`src/rtl/pc_fetch_stage_pkg.sv`:
```
// Shared definitions for the fetch stage: NPCOp codes, FSM states, reset PC
// and the commit-outcome classifier used by the fetch FSM.
package pc_fetch_stage_pkg;

  localparam int unsigned NPC_OP_LENGTH = 3;

  localparam logic [NPC_OP_LENGTH-1:0] NPC_OP_NEXT   = 3'd0;
  localparam logic [NPC_OP_LENGTH-1:0] NPC_OP_BRANCH = 3'd1;
  localparam logic [NPC_OP_LENGTH-1:0] NPC_OP_JUMP   = 3'd2;
  localparam logic [NPC_OP_LENGTH-1:0] NPC_OP_JR     = 3'd3;
  localparam logic [NPC_OP_LENGTH-1:0] NPC_OP_HALT   = 3'd7;

  localparam logic [31:0] DEFAULT_RESET_PC = 32'h0000_3000;

  typedef enum logic [1:0] {
    FETCH_ST_FETCH  = 2'd0,
    FETCH_ST_VALID  = 2'd1,
    FETCH_ST_HALTED = 2'd2
  } fetch_state_e;

  typedef enum logic [1:0] {
    COMMIT_ADVANCE = 2'd0,
    COMMIT_HALT    = 2'd1,
    COMMIT_FAULT   = 2'd2
  } commit_kind_e;

  function automatic logic is_word_aligned(input logic [31:0] addr);
    return addr[1:0] == 2'b00;
  endfunction

  // Halt (explicit op or self-loop) outranks the misalignment fault.
  function automatic commit_kind_e classify_commit(
    input logic [31:0]              npc,
    input logic [NPC_OP_LENGTH-1:0] npc_op,
    input logic [31:0]              pc
  );
    if (npc_op == NPC_OP_HALT || npc == pc) return COMMIT_HALT;
    if (!is_word_aligned(npc))              return COMMIT_FAULT;
    return COMMIT_ADVANCE;
  endfunction

endpackage

```
`src/rtl/pc_fetch_stage_if.sv`:
```
// Instruction-memory request/ack bus between the fetch stage (master)
// and instruction memory (slave).
interface pc_fetch_stage_if;
  logic        imem_req;
  logic [31:0] imem_addr;
  logic        imem_ack;
  logic [31:0] imem_rdata;

  modport master (
    output imem_req,
    output imem_addr,
    input  imem_ack,
    input  imem_rdata
  );

  modport slave (
    input  imem_req,
    input  imem_addr,
    output imem_ack,
    output imem_rdata
  );
endinterface

```
`src/rtl/pc_fetch_stage.sv`:
```
// Fetch stage: architectural PC, one-at-a-time instruction fetch over req/ack,
// halt/fault detection on commit and a saturating retired-instruction counter.
import pc_fetch_stage_pkg::*;

module pc_fetch_stage #(
  parameter logic [31:0] RESET_PC  = DEFAULT_RESET_PC,
  parameter int unsigned CNT_WIDTH = 32
) (
  input  logic                     clk,
  input  logic                     rst,
  input  logic [31:0]              npc,
  input  logic [NPC_OP_LENGTH-1:0] npc_op,
  input  logic                     commit,
  pc_fetch_stage_if.master         imem,
  output logic [31:0]              pc,
  output logic [31:0]              instr,
  output logic                     instr_valid,
  output logic                     halted,
  output logic                     fault,
  output logic [CNT_WIDTH-1:0]     retired
);

  fetch_state_e state, state_next;
  logic [31:0]  pc_next;
  logic [31:0]  instr_next;
  logic         fault_next;
  logic         retire;
  commit_kind_e commit_kind;

  assign commit_kind    = classify_commit(npc, npc_op, pc);
  assign imem.imem_addr = pc;

  always_comb begin
    state_next    = state;
    pc_next       = pc;
    instr_next    = instr;
    fault_next    = fault;
    retire        = 1'b0;
    imem.imem_req = 1'b0;
    unique case (state)
      FETCH_ST_FETCH: begin
        imem.imem_req = 1'b1;
        if (imem.imem_ack) begin
          instr_next = imem.imem_rdata;
          state_next = FETCH_ST_VALID;
        end
      end
      FETCH_ST_VALID: begin
        if (commit) begin
          retire = 1'b1;
          unique case (commit_kind)
            COMMIT_HALT:  state_next = FETCH_ST_HALTED;
            COMMIT_FAULT: begin
              state_next = FETCH_ST_HALTED;
              fault_next = 1'b1;
            end
            default: begin
              pc_next    = npc;
              state_next = FETCH_ST_FETCH;
            end
          endcase
        end
      end
      FETCH_ST_HALTED: ;
      default: state_next = FETCH_ST_HALTED;
    endcase
  end

  // Status flags are registered from the next state so they line up with it.
  always_ff @(posedge clk or posedge rst) begin
    if (rst) begin
      state       <= FETCH_ST_FETCH;
      pc          <= RESET_PC;
      instr       <= '0;
      instr_valid <= 1'b0;
      halted      <= 1'b0;
      fault       <= 1'b0;
    end else begin
      state       <= state_next;
      pc          <= pc_next;
      instr       <= instr_next;
      instr_valid <= (state_next == FETCH_ST_VALID);
      halted      <= (state_next == FETCH_ST_HALTED);
      fault       <= fault_next;
    end
  end

  always_ff @(posedge clk or posedge rst) begin
    if (rst)
      retired <= '0;
    else if (retire && retired != '1)
      retired <= retired + CNT_WIDTH'(1);
  end

endmodule
```
`src/flat_wrapper.sv`:
```
// flat-port wrapper written by rule: the top's interface ports become plain ports
module pc_fetch_stage_flat 
#(
  parameter logic [31:0] RESET_PC  = DEFAULT_RESET_PC,
  parameter int unsigned CNT_WIDTH = 32
)
  (clk, rst, npc, npc_op, commit, pc, instr, instr_valid, halted, fault, retired, imem_imem_req, imem_imem_addr, imem_imem_ack, imem_imem_rdata);
  pc_fetch_stage_if imem_i ();
  input  logic clk;
  input  logic rst;
  input  logic [31:0] npc;
  input  logic [NPC_OP_LENGTH-1:0] npc_op;
  input  logic commit;
  output logic [31:0] pc;
  output logic [31:0] instr;
  output logic instr_valid;
  output logic halted;
  output logic fault;
  output logic [CNT_WIDTH-1:0] retired;
  output wire logic [$bits(imem_i.imem_req)-1:0] imem_imem_req;
  output wire logic [$bits(imem_i.imem_addr)-1:0] imem_imem_addr;
  input wire logic [$bits(imem_i.imem_ack)-1:0] imem_imem_ack;
  input wire logic [$bits(imem_i.imem_rdata)-1:0] imem_imem_rdata;
  assign imem_imem_req = imem_i.imem_req;
  assign imem_imem_addr = imem_i.imem_addr;
  assign imem_i.imem_ack = imem_imem_ack;
  assign imem_i.imem_rdata = imem_imem_rdata;
  pc_fetch_stage #(.RESET_PC(RESET_PC), .CNT_WIDTH(CNT_WIDTH)) u_core (.clk(clk), .rst(rst), .npc(npc), .npc_op(npc_op), .commit(commit), .imem(imem_i), .pc(pc), .instr(instr), .instr_valid(instr_valid), .halted(halted), .fault(fault), .retired(retired));
endmodule
```
`config.mk`:
```
export PLATFORM = sky130hd
export DESIGN_NAME = pc_fetch_stage_flat
export DESIGN_NICKNAME = d
export VERILOG_FILES = /design/src/rtl/pc_fetch_stage_pkg.sv /design/src/rtl/pc_fetch_stage_if.sv /design/src/rtl/pc_fetch_stage.sv /design/src/flat_wrapper.sv
export SDC_FILE = /design/constraint.sdc
export NUM_CORES = 1
export LEC_CHECK = 0
export CORE_MARGIN = 1.5
export CORE_UTILIZATION = 30
export DETAILED_ROUTE_END_ITERATION = 10
export DONT_BUFFER_PORTS = 1
export PLACE_DENSITY_LB_ADDON = 0.15
export SLEW_MARGIN = 0
export SYNTH_ARGS = -nofsm -noshare
export SYNTH_HDL_FRONTEND = slang
export SYNTH_SLANG_ARGS = --single-unit
```
`constraint.sdc`:
```
create_clock -name clk -period 3.4 [get_ports clk]
set_clock_uncertainty 0.05 [all_clocks]
set_input_delay 0.85 -clock clk [delete_from_list [all_inputs] [get_ports clk]]
set_output_delay 0.85 -clock clk [all_outputs]
set_load 0.05 [all_outputs]
```
==> key figures <==
Run status
  – Status: completed

Logic synthesis
  – Compound-Gate Fraction of Synth Area: 0.0315
  – Synth cell count leaders: dfrtp_1 (99), mux2_2 (56), xnor2_1 (54), buf_4 (32), nand4_1 (21)
  – Ys Warns: 0
  – Post-synthesis async set-or-reset flop share: 1.00
  – Simple-Gate Fraction of Synth Area: 0.108
  – Sequential share of the synthesized area: 0.526
  – Avg Cell Area, Syn: roughly 13 µm²
  – Ranking of synthesized cells by area: dfrtp_1 (51%), mux2_2 (13%), xnor2_1 (9.8%)
  – Area share of the largest cell type after synthesis: 0.515
  – Most common cell in the netlist: dfrtp_1
  – Post-Syn Instances: approximately 380
  – Mapped Nets: approximately 450
  – Largest family of logic cells by synthesized area: multiplexers
  – Synth Area in Adders: 0.00260
  – Synth Area in XOR/XNOR: 0.115
  – Post-synth EDFFs: 0
  – Count of cell types in the netlist: 38
  – Post-synth top area cell: dfrtp_1
  – Synth Flop Type: dfrtp_1
  – Flip-flop and latch count after synthesis: 101
  – Mapped cell area: roughly 4800 µm²
  – Multiplexer share of the synthesized area: 0.147

Drt
  – Initial drt markers: approximately 40
  – DRC viols: 0
  – DR vias: 2,888
  – DRT Wirelength: approximately 11,000 µm
  – ANT nets after route: 0
  – Pre-Repair DR Iteration Count: 4
  – WL/cell: around 17 µm
  – Via-per-instance ratio: between 4 and 5

Setup path
  – Critical Path End Type: flop
  – Crit Path Class: flop to flop
  – Start of the worst register-to-register path: u_core.retired[1]
  – Reg-to-Reg End: u_core.retired[20]
  – CP startpoint kind: flop
  – CP endpoint: u_core.retired[20]
  – Worst-path fanout max: 8
  – CP required: 3560 ps
  – R2R Setup Slk: approximately 740 ps
  – Worst Setup SP: u_core.retired[1]
  – Worst R2R Path Depth: 6
  – Critical path arrival: approximately 2800 ps

Global routing
  – Vias in the first global route: about 2.9k
  – Largest net degree at the start of global routing: 43
  – First-pass GRT wire length: ~16,000 µm
  – GR Overflow Total: 0
  – All-Layer GR Usage: 0.126
  – Initial antenna violation count: 0

Final layout
  – Layout area overhead: 12.9%
  – Share of cells above drive strength 1: 0.330
  – Final #Nets: ~460
  – Fill cells: between 1.5k and 2k
  – N_diodes: 0

Timing
  – Fin. Hold Viols: 0
  – RSZ-0062 raised after global routing: false
  – Fmax: 0.376 GHz
  – Final setup violation count: 0
  – Slew Limit Fails: 0
  – Worst-Margin Slew: around 1100 ps
  – Slew HR: 0.281
  – Final Cycle Share: 0.783
  – Tmin final: ~2700 ps
  – Setup TNS: 0 ps

Floorplan
  – Core ar.: 15,800 µm²
  – Cell Rows: between 40 and 50
  – Die Area: roughly 17,000 µm²
  – Die height: roughly 130 µm
  – I/O Pins: around 200
  – Initial Util: 0.305
  – Die width: 130 µm

CTS
  – Post-CTS Setup Bufs: 0
  – Clock net sink count: between 100 and 150
  – Hold-fix buffers at CTS: 0
  – Post_cts resized: 0
  – CTS Buf Count: 9
  – Clk buf depth: 2
  – Clock slew at reported path FFs: approximately 70 ps
  – CTS tree: done
  – Root buffer cell: clkbuf_16
  – Clk_lat worst skew: 350 ps
  – Max H-tree Level: 3

Place
  – Port Buffers: 0
  – Post-DP HPWL: approximately 8000 µm
  – Final GP Congestion: approximately 0.77

Power and ir drop
  – Pwr dens: 1050 nW/µm²
  – Peak VDD IR: between 0.0003 and 0.0004 V
  – Total power: 5720 µW
  – Total leakage power: about 0.0023 µW

Hold path
  – Hold Path Class: input port to async pin

Job
  – Max_cap viols: 0
[final cells by class]
type,instances,area [µm²],area share
clock buffer,10,239,0.0440
multi-input combinational,226,1950,0.359
clock inverter,6,70.1,0.0129
inverter,7,30.0,0.00553
sequential,101,2530,0.466
timing repair buffer,44,343,0.0631
tap,216,270,0.0497
[worst min-delay path by stage]
stage / from / end / slack, ps / depth (start not counted)
finish: rst / u_core.instr_valid / 470 / 1
global route: rst / u_core.state[0] / 520 / 1
CTS: rst / u_core.instr_valid / 490 / 1
detailed placement: u_core.state[1] / u_core.instr_valid / 540 / 1
global placement: u_core.state[0] / u_core.state[0] / 530 / 1
floorplan: u_core.state[1] / u_core.instr_valid / 440 / 1
[state kept, by name (all words and copies together) (netlist names)]
name and count:
u_core.fault 1, u_core.imem.imem_addr 32, u_core.state 2, u_core.instr 32, u_core.retired 32, u_core.halted 1, u_core.instr_valid 1
[cell usage in the layout, fill, tap and decap left out, types with 3 or more instances in the layout]
master | netlist | layout
buf_4 | 32 | 43
mux2_2 | 56 | 56
mux2_1 | 7 | 7
a2111oi_2 | 4 | 4
nand2_1 | 12 | 12
clkbuf_16 | 0 | 9
xnor2_1 | 54 | 54
and2_1 | 4 | 4
nor2_1 | 11 | 11
nand4_1 | 21 | 21
nor3_1 | 3 | 3
dfrtp_1 | 99 | 99
and3_1 | 9 | 9
and4_1 | 4 | 4
nand3_1 | 9 | 9
xor2_1 | 9 | 9
inv_1 | 7 | 6
[worst max-delay path, stage by stage (launching register included)]
cell,delay [ps]
dfrtp_1,690
ha_1,510
and4b_1,340
nand3_1,100
a311oi_1,500
nand4_1,180
xnor2_1,150
[metrics by stage]
stage / instance area (µm²) / worst slack (ps) / hold slack [ps] / utilization / std cells
after floorplan: 4820 / 1140 / 444 / - / 377
after global placement: 5120 / 711 / 533 / 0.325 / 594
after detailed placement: 5120 / 658 / 545 / 0.325 / 594
after CTS: 5430 / 692 / 490 / 0.345 / 610
after global routing: 5430 / 477 / 523 / 0.345 / 610
final: 5430 / 737 / 468 / 0.345 / 610
[cell families after synthesis]
group,count (synthesis)
AND/OR/NAND/NOR,86
adder cells (fa/ha/maj),1
multiplexers,63
XOR/XNOR,63
buffers and inverters,50
flip-flops,101
AO/OA/AOI/OAI,13
[layer usage]
metal	wire length, µm	up-vias	track usage
met4	198	0	0.0608
met2	5350	124	0.206
met1	4220	1439	0.146
met5	0	-	0
li1	-	1313	-
met3	884	12	0.0458
[report_power, final]
group | switching [µW] | internal [µW]
Combinational | 1420 | 599
Clock | 463 | 598
Sequential | 1070 | 1560
Total | 2960 | 2760
Power figures use the tool's default switching activity.
